**src/rtl/sm_pkg.sv**
```systemverilog
// Shared types and constants for the sign-magnitude accumulator datapath.
package sm_pkg;

    localparam int unsigned DATA_W  = 23;
    localparam int unsigned MAG_W   = DATA_W - 1;
    localparam int unsigned N_TERMS = 8;
    localparam int unsigned CNT_W   = 3;
    localparam int unsigned ACC_W   = MAG_W + CNT_W + 1;

    typedef enum logic [1:0] {
        IDLE = 2'd0,
        ACC  = 2'd1,
        OUT  = 2'd2
    } state_t;

    // Sign-magnitude to two's complement; negative zero maps to 0.
    function automatic logic signed [MAG_W:0] sm_to_tc(input logic [DATA_W-1:0] sm);
        logic signed [MAG_W:0] mag_s;
        mag_s = $signed({1'b0, sm[MAG_W-1:0]});
        return sm[DATA_W-1] ? -mag_s : mag_s;
    endfunction

endpackage

```
**src/rtl/sm_sat_pack.sv**
```systemverilog
// Signed accumulator -> sign-magnitude word. SM_ACC_SAT_EN selects clipping
// (with sat flag) over low-bit truncation.
module sm_sat_pack
    import sm_pkg::*;
(
    input  logic signed [ACC_W-1:0]  acc_c,
    output logic        [DATA_W-1:0] sm_c,
    output logic                     sat_c
);

    localparam logic [MAG_W-1:0] MAG_MAX = '1;

    logic             neg;
    logic [ACC_W-1:0] abs_v;
    logic [MAG_W-1:0] mag;
    logic             over;

    always_comb begin
        neg   = acc_c[ACC_W-1];
        abs_v = neg ? ACC_W'(-acc_c) : ACC_W'(acc_c);
        over  = |abs_v[ACC_W-1:MAG_W];
`ifdef SM_ACC_SAT_EN
        mag   = over ? MAG_MAX : abs_v[MAG_W-1:0];
        sat_c = over;
`else
        mag   = abs_v[MAG_W-1:0];
        sat_c = 1'b0;
`endif
        // A zero magnitude is never emitted with the sign bit set.
        sm_c  = {neg && (mag != '0), mag};
    end

`ifndef SM_ACC_SAT_EN
    logic unused_over;
    assign unused_over = over;
`endif

endmodule

```
**src/rtl/sm_accumulator.sv**
```systemverilog
// Groups N_TERMS sign-magnitude terms into one sign-magnitude sum.
// Build option: SM_ACC_SAT_EN enables output saturation.
module sm_accumulator
    import sm_pkg::*;
(
    input  logic              clk,
    input  logic              rst_n,
    input  logic              clr,
    input  logic              in_valid,
    output logic              in_ready,
    input  logic [DATA_W-1:0] in_data,
    output logic              out_valid,
    input  logic              out_ready,
    output logic [DATA_W-1:0] out_data,
    output logic              out_sat,
    output logic              busy
);

    localparam int unsigned CNT_QW = CNT_W + 1;

    state_t                   state_q, state_d;
    logic signed [ACC_W-1:0]  acc_q, acc_d;
    logic        [CNT_QW-1:0] cnt_q, cnt_d;
    logic                     in_ready_q, in_ready_d;
    logic                     out_valid_q, out_valid_d;
    logic        [DATA_W-1:0] out_data_q, out_data_d;
    logic                     out_sat_q, out_sat_d;
    logic                     busy_q, busy_d;

    logic signed [MAG_W:0]    term_tc;
    logic signed [ACC_W-1:0]  term_ext;
    logic signed [ACC_W-1:0]  acc_sum;
    logic        [CNT_QW-1:0] cnt_inc;
    logic                     last_term;
    logic        [DATA_W-1:0] pack_data;
    logic                     pack_sat;

    always_comb begin
        term_tc   = sm_to_tc(in_data);
        term_ext  = $signed({{(ACC_W-MAG_W-1){term_tc[MAG_W]}}, term_tc});
        acc_sum   = acc_q + term_ext;
        cnt_inc   = cnt_q + CNT_QW'(1);
        last_term = (cnt_inc == CNT_QW'(N_TERMS));
    end

    sm_sat_pack u_sat_pack (
        .acc_c (acc_sum),
        .sm_c  (pack_data),
        .sat_c (pack_sat)
    );

    // Next-state, datapath and registered-output logic.
    always_comb begin
        state_d    = state_q;
        acc_d      = acc_q;
        cnt_d      = cnt_q;
        out_data_d = out_data_q;
        out_sat_d  = out_sat_q;

        unique case (state_q)
            IDLE: begin
                if (clr) begin
                    acc_d = '0;
                    cnt_d = '0;
                end else if (in_valid) begin
                    acc_d   = term_ext;
                    cnt_d   = CNT_QW'(1);
                    state_d = ACC;
                end
            end
            ACC: begin
                if (clr) begin
                    acc_d   = '0;
                    cnt_d   = '0;
                    state_d = IDLE;
                end else if (in_valid) begin
                    acc_d = acc_sum;
                    cnt_d = cnt_inc;
                    if (last_term) begin
                        out_data_d = pack_data;
                        out_sat_d  = pack_sat;
                        state_d    = OUT;
                    end
                end
            end
            OUT: begin
                if (out_ready) begin
                    acc_d   = '0;
                    cnt_d   = '0;
                    state_d = IDLE;
                end
            end
            default: begin
                acc_d   = '0;
                cnt_d   = '0;
                state_d = IDLE;
            end
        endcase

        in_ready_d  = (state_d != OUT);
        out_valid_d = (state_d == OUT);
        busy_d      = (state_d != IDLE);
    end

    always_ff @(posedge clk or negedge rst_n) begin
        if (!rst_n) begin
            state_q     <= IDLE;
            acc_q       <= '0;
            cnt_q       <= '0;
            in_ready_q  <= 1'b1;
            out_valid_q <= 1'b0;
            out_data_q  <= '0;
            out_sat_q   <= 1'b0;
            busy_q      <= 1'b0;
        end else begin
            state_q     <= state_d;
            acc_q       <= acc_d;
            cnt_q       <= cnt_d;
            in_ready_q  <= in_ready_d;
            out_valid_q <= out_valid_d;
            out_data_q  <= out_data_d;
            out_sat_q   <= out_sat_d;
            busy_q      <= busy_d;
        end
    end

    assign in_ready  = in_ready_q;
    assign out_valid = out_valid_q;
    assign out_data  = out_data_q;
    assign out_sat   = out_sat_q;
    assign busy      = busy_q;

endmodule

```
**config.mk**
```make
export PLATFORM = sky130hd
export DESIGN_NAME = sm_accumulator
export DESIGN_NICKNAME = d
export VERILOG_FILES = /design/src/rtl/sm_pkg.sv /design/src/rtl/sm_sat_pack.sv /design/src/rtl/sm_accumulator.sv
export SDC_FILE = /design/constraint.sdc
export NUM_CORES = 1
export LEC_CHECK = 0
export CORE_ASPECT_RATIO = 0.8
export CORE_MARGIN = 1
export CORE_UTILIZATION = 58
export CTS_CLUSTER_SIZE = 16
export DETAILED_ROUTE_END_ITERATION = 16
export PLACE_DENSITY = 0.8
export SYNTH_ARGS = -nofsm -noshare
export SYNTH_HDL_FRONTEND = slang
export SYNTH_SLANG_ARGS = --single-unit
```
**constraint.sdc**
```tcl
create_clock -name clk -period 4.1 [get_ports clk]
set_input_delay 0.82 -clock clk [delete_from_list [all_inputs] [get_ports clk]]
set_output_delay 0.82 -clock clk [all_outputs]
set_load 0.02 [all_outputs]
```
==> flow_summary.ini, run 1 <==
[run_status]
status = aborted with a tool error
haltStage = 4_1_cts
error = [ERROR DPL-0038] Utilization greater than 100%, impossible to legalize

[yosys]
ys_seq_area_frac = 0.289
synthTopCellsByArea = dfrtp_1 28%, xnor2_1 7.1%, nand2_1 7.0%
avgSynthCellArea_um2 = 8.03
synth_mux_area_frac = 0.0142
ys_types = 68
synthCells = 626
synth.yosys.warnings = 0
synth_compound_area_frac = 0.284
synth_fp_nets = 683
synth_edf_count = 0
synth_top_area_cell = dfrtp_1
ys_ff_latch = 58
synth_top_area_share = 0.284
ys_dominant_reg_cell = dfrtp_1
synth_simple_gate_area_frac = 0.205
synthAdderAreaFrac = 0.0737
synth_top_family_by_area = compound AO/OA/AOI/OAI gates
netlist_area_mm2 = 0.00502
postSynth.asyncResetShare = 1.00
synthXorXnorAreaFrac = 0.0956

[placed_design]
dp.cells = 934
gp_congestion = 0.990
io_buffers = 53
dp_hpwl_um = 13100
pre_cts_ws_ns = -1.23

[clock_tree]
post_cts_resize_count = 226
clockRootBuffer = clkbuf_8
postCtsHoldBufs = 0
cts.sinks = 58
clockBufferDepth = 2
htree_levels = 3
cts_setup_buffers = 58
cts_made_buffers = 9

[die]
rows = 29
io_pins = 55
fp.dieW_um = 106
die_h_um = 85.3
initial_utilization = 0.615
==> synth_stat cells, types with 10 or more instances <==
library cell and n:
a21o_1 10, a21oi_1 33, a22oi_1 20, clkbuf_1 24, dfrtp_1 57, ha_1 28
inv_1 16, nand2_1 94, nand3_1 15, nor2_1 43, nor3_1 11, o21ai_0 69
o31ai_1 14, xnor2_1 41, xor2_1 12
==> cells by family after synthesis <==
group	Yosys count
simple gates	214
other cells	1
mux	7
xor+xnor	54
fa+ha+maj	29
flops	58
compound gates	217
buf+inv	46
==> through the flow <==
step	instance area (µm²)	utilization
after floorplan	5080	-
after global placement	6960	0.852
after detailed placement	6960	0.852
==> inputs of run 2 (changes only) <==
- CORE_ASPECT_RATIO: 0.8 -> not set
- CORE_UTILIZATION: 58 -> 40
- CTS_CLUSTER_SIZE: 16 -> not set
- PLACE_DENSITY: 0.8 -> not set
- PLACE_DENSITY_LB_ADDON: not set -> 0.15
==> run 2 against run 1 <==
The flow now finishes, with violations (setup timing). Area after synthesis unchanged. Synthesized cell count unchanged.
==> flow_summary.ini, run 2 <==
[cells_and_area]
largest_register = acc_q
largest_reg_flops = 26
area_growth_pct = 82.3
diodes = 0
layout_common_cells = 238 x buf_4, 80 x nand2_1, 57 x dfrtp_1
final_common_cell = buf_4
nets = 980
drive_gt1_frac = 0.505
finalCoreUtilization = 0.756
stdcell_count = 1096
final_cell_area_mm2 = 0.00916

[global_routing]
grt_pass1_vias = 5778
grt_pass1_wl_um = 28200
grt_max_degree = 58
grt-ovfl-total = 0
antenna_found_initial = 0
track_usage = 0.274

[power]
peakVddDrop_uv = 231
p_leak_uw = 0.00408
power_density_mw_per_mm2 = 489

[yosys]
avgSynthCellArea_um2 = 8.03
synth_fp_nets = 683
postSynth.asyncResetShare = 1.00
ys_types = 68
synthTopCellsByArea = dfrtp_1 28%, xnor2_1 7.1%, nand2_1 7.0%
synth.yosys.warnings = 0
ys_seq_area_frac = 0.289
synthCells = 626
ys_ff_latch = 58
netlist_area_mm2 = 0.00502
yosysMostFrequentCell = nand2_1
synth_top_area_cell = dfrtp_1
netlist_top_cells_count = 94 x nand2_1, 69 x o21ai_0, 57 x dfrtp_1, 43 x nor2_1, 41 x xnor2_1
synth_top_area_share = 0.284
ys_dominant_reg_cell = dfrtp_1
synth_edf_count = 0

[die]
io_pins = 55
dieArea_mm2 = 0.0130
rows = 40
fp.dieW_um = 114
fp.coreArea_mm2 = 0.0121
initial_utilization = 0.415
die_h_um = 114

[clock_tree]
path_clk_slew_ns = 0.05
clockRootBuffer = clkbuf_16
htree_levels = 3
clockBufferDepth = 2
cts_tree = done
cts.sinks = 58
postCtsHoldBufs = 0
clk_latency_ns = 0.35
cts_made_buffers = 9

[job]
cap_violations = 0

[timing]
period_needed_ns = 4.54
rsz0062_at_grt = true
setup-violations-final = 19
setup_ws_ns = -0.436
finalCritPeriodShare = 1.11
relSlewSlack = 0.634
max_freq_mhz = 220
whs_ns = 0.454
slew_violations = 0
tightest_slew_ns = 0.549
skew_ns = 0.0122
finalHoldViolCount = 0

[detailed_routing]
drt_iter0_drc = 332
vias = 6127
wl_um = 19100
wl_per_cell_um = 17.4
ant_nets = 0
drc_errors = 0
dr.pass1.iters = 5
vias_per_cell = 5.59

[placed_design]
io_buffers = 53
pre_cts_ws_ns = -1.24
placed_cell_area_mm2 = 0.00706
gp_congestion = 0.873
dp_hpwl_um = 11800
dp.cells = 997

[setup_path]
criticalPathCategory = in -> reg
path_max_fanout = 3
start_kind = primary input
cp.required_ns = 4.32
cp-end-kind = flip-flop
worstPathArrival_ns = 4.75

[hold_path]
hp-class = in -> async

[run_status]
status = finished with violations
violations = setup timing
==> run 2: cell counts after synthesis <==
Identical to the previous run, type by type.
==> run 2: where the power goes <==
group	total, µW	leakage (µW)	switching (µW)	internal [µW]
clock network	850	0.000163	285	565
logic	2970	0.00314	1470	1490
registers	661	0.000777	40.6	620
total	4480	0.00408	1800	2680
==> run 2: area by class of cell <==
class	count	area (µm²)
multi-input combinational	522	4560
fill	810	2950
timing repair buffer	316	2550
sequential	58	1450
clock buffer	12	256
tap	168	210
clock inverter	4	73.8
inverter	16	62.6
==> run 2: timing repair <==
item                                    in CTS  in global routing
endpoints found under the setup margin      28                 26
hold endpoints to repair                     0                  0
resized for setup                          168                163
pin swaps                                   88                 89
buffers inserted                            44                 42
==> run 2: kinds of logic after synthesis <==
logic type	Yosys count	share of synthesized area
compound gates	217	0.284
simple gates	214	0.205
flops	58	0.289
xor+xnor	54	0.0956
buf+inv	46	0.0376
fa+ha+maj	29	0.0737
mux	7	0.0142
other cells	1	0.000746
==> run 2: worst max-delay path: stages <==
cell	delay [ns]
buf_8	0.10
nor3_4	0.20
buf_6	0.14
buf_6	0.09
buf_4	0.12
nand4_1	0.10
buf_6	0.15
nand2_4	0.06
xnor2_2	0.07
ha_1	0.34
buf_6	0.14
buf_4	0.14
nand2_1	0.08
o211a_1	0.25
o211a_1	0.21
o211ai_1	0.15
a21oi_2	0.18
nand2_1	0.09
or4_4	0.57
o21ai_4	0.19
mux2i_2	0.13
a2111oi_4	0.31
a21oi_1	0.11
==> run 2: layer usage <==
layer  routed length (µm)  global-route usage
met3                  961              0.0418
met4                  850               0.136
met2                 9200               0.450
met5                    0                   0
met1                 8040               0.351
==> run 2: metrics by stage <==
step	total power, µW	TNS (ns)
2_1_floorplan	1690	-3.52
3_3_place_gp	2640	-23.56
3_5_place_dp	2650	-24.85
4_1_cts	3850	-2.53
5_1_grt	4690	-6.81
6_report	4480	-3.84
==> run 2: path summary, 6_finish.rpt <==
kind	start	to	slack, ns	cells past startpoint
worst max-delay path	in_data[2]	out_data[22]$_DFFE_PN0P_	-0.44	23
worst min register to register	out_data[21]$_DFFE_PN0P_	out_data[21]$_DFFE_PN0P_	0.48	2
max in group asynchronous	rst_n	in_ready$_DFF_PN1_	2.74	2
worst max register to register	acc_q[0]$_DFFE_PN0P_	out_data[22]$_DFFE_PN0P_	0.13	13
min in group clk	out_data[21]$_DFFE_PN0P_	out_data[21]$_DFFE_PN0P_	0.48	2
worst min-delay path	rst_n	out_data[2]$_DFFE_PN0P_	0.45	1
(Power assumes the default switching activity.)
==> inputs of run 3 (changes only) <==
==> constraint.sdc (replaced) <==
create_clock -name clk -period 4.1 [get_ports clk]
set_input_delay 0.82 -clock clk [delete_from_list [all_inputs] [get_ports clk]]
set_output_delay 0.82 -clock clk [all_outputs]
set_load 0.01 [all_outputs]
==> results of run 3 <==
Same layout as run 2 (identical final DEF). Status: finished with violations: setup timing.
==> inputs of run 4 (changes only) <==
- CAP_MARGIN: not set -> 40
- GPL_TIMING_DRIVEN: not set -> 0
==> run 4 against run 3 <==
Critical endpoint unchanged. Flip-flop and latch count unchanged. Clock power decreased by 9.5%. Hold slack improved by 0.020 ns. Critical path type unchanged. The flow still finishes with violations (setup timing).
==> flow_summary.ini, run 4 (same netlist as run 2, synthesis figures left out) <==
[placed_design]
io_buffers = 53
dp_hpwl_um = 11500
gp_congestion = 0.909

[clock_tree]
cts.sinks = 58
postCtsHoldBufs = 0
clk_latency_ns = 0.35
path_clk_slew_ns = 0.05
htree_levels = 3
cts_tree = done
clockRootBuffer = clkbuf_16
clockBufferDepth = 2
cts_made_buffers = 9

[run_status]
violations = setup timing
status = finished with violations

[power]
power_uw = 4040
clkPwrFrac = 0.190
switching_power_uw = 1770
p_int_uw = 2280
combPwrFrac = 0.647
peakVddDrop_uv = 238
p_leak_uw = 0.00347
power.share.switching = 0.437
seqPwrFrac = 0.163
power_density_mw_per_mm2 = 487

[die]
fp.coreArea_mm2 = 0.0121
rows = 40
fp.dieW_um = 114
initial_utilization = 0.415
dieArea_mm2 = 0.0130
die_h_um = 114
io_pins = 55

[global_routing]
grt_max_degree = 34
grt-ovfl-total = 0
antenna_found_initial = 0
grt_use_met1 = 0.339
grtUsageMet2 = 0.484
busiest_layer = met2
grt_util_met3 = 0.0471
track_usage = 0.279
grt_pass1_wl_um = 28300
grt_pass1_vias = 5548

[timing]
finalCritPeriodShare = 1.13
tightest_slew_ns = 0.926
period_needed_ns = 4.65
max_freq_mhz = 215
finalHoldViolCount = 0
whs_ns = 0.474
setup_ws_ns = -0.552
slew_violations = 0
skew_ns = 0.0121
setup_tns_ns = -3.30
rsz0062_at_grt = true
setup-violations-final = 20
relSlewSlack = 0.378

[hold_path]
hp-class = reg -> reg

[detailed_routing]
wl_per_cell_um = 19.5
vias = 5743
drc_errors = 0
vias_per_cell = 5.90
wl_um = 19000
dr.pass1.iters = 5
drt_iter0_drc = 465
ant_nets = 0

[cells_and_area]
largest_register = acc_q
drive_gt1_frac = 0.423
area_growth_pct = 65.1
fillCellCount = 912
diodes = 0
finalCoreUtilization = 0.685
nets = 858
layout_common_cells = 95 x buf_4, 78 x nand2_1, 57 x dfrtp_1
final_common_cell = buf_4
largest_reg_flops = 26

[setup_path]
path_cells = buf_12 -> nor3_4 -> nand2_2 -> o31ai_4 -> xnor2_2 -> ha_4 -> buf_6 -> o21a_1 -> nor2_4 -> a211o_1 -> a21o_1 -> a31oi_1 -> nand3_2 -> or4_4 -> o31ai_4 -> xnor2_2 -> nor4_2 -> a21oi_1
cp.required_ns = 4.31
cpPeakStageDelay_ns = 0.62
start_kind = primary input
cp-end-kind = flip-flop
criticalPathCategory = in -> reg
slowest_stage = or4_4
worstPathArrival_ns = 4.86
path_max_fanout = 5

[job]
cap_violations = 0
-- run 4: cell count changes in the layout (fill, tap and decap cells not counted), moves of 5 or more --
cell,before,now
buf_8,2,8
nand2_2,8,13
clkbuf_2,7,2
buf_4,238,95
clkbuf_1,1,15
-- run 4: layer usage --
layer / share of wire / vias up
li1: - / 2645
met1: 0.41 / 2800
met2: 0.50 / 238
met3: 0.055 / 60
met4: 0.040 / 0
met5: 0 / -
-- run 4: timing repair --
action,in CTS,in global routing
pin swaps,80,79
gates cloned,2,0
setup endpoints to repair,40,26
setup buffers,68,47
gates resized for setup,240,147
-- run 4: final cells by class --
cell class	instances	area, µm²	area share
plain buffers	23	174	0.0210
clock buffers	9	225	0.0271
multi-input cells	522	4590	0.554
repair buffers	171	1510	0.182
well taps	168	210	0.0253
flip-flops and latches	58	1450	0.175
clock inverters	7	68.8	0.00829
inverters	16	65.1	0.00784
-- run 4: power groups by stage --
stage | clock network [µW] | registers, µW | logic [µW]
floorplan | 0 | 654 | 1030
global placement | 0 | 660 | 1370
detailed placement | 0 | 661 | 1400
CTS | 767 | 654 | 2050
global route | 797 | 666 | 2760
finish | 769 | 659 | 2620
-- run 4: stage by stage --
step / cells / setup slack, ns / instance area (µm²)
after floorplan: 626 / -0.423 / 5080
after global placement: 847 / -2.01 / 5820
after detailed placement: 851 / -2.06 / 5850
after CTS: 932 / -0.494 / 7390
after global routing: 974 / -0.680 / 8300
final: 974 / -0.552 / 8300
-- run 4: worst max-delay path, delay by kind of cell --
kind | cells | cell delay (ns)
AO/OA/AOI/OAI | 7 | 1.58
XOR/XNOR | 2 | 0.28
adder cells (fa/ha/maj) | 1 | 0.31
buffers and inverters | 2 | 0.20
AND/OR/NAND/NOR | 6 | 1.67
-- run 4: final timing paths --
path / startpoint / to / slack [ns] / depth (start not counted)
setup / recovery: in_data[2] / out_data[22]$_DFFE_PN0P_ / -0.55 / 18
min in group asynchronous: rst_n / out_data[4]$_DFFE_PN0P_ / 0.54 / 1
hold / removal: out_data[21]$_DFFE_PN0P_ / out_data[21]$_DFFE_PN0P_ / 0.47 / 2
setup reg to reg: acc_q[0]$_DFFE_PN0P_ / out_data[22]$_DFFE_PN0P_ / -0.10 / 15
max in group asynchronous: rst_n / in_ready$_DFF_PN1_ / 2.87 / 2
hold reg to reg: out_data[21]$_DFFE_PN0P_ / out_data[21]$_DFFE_PN0P_ / 0.47 / 2
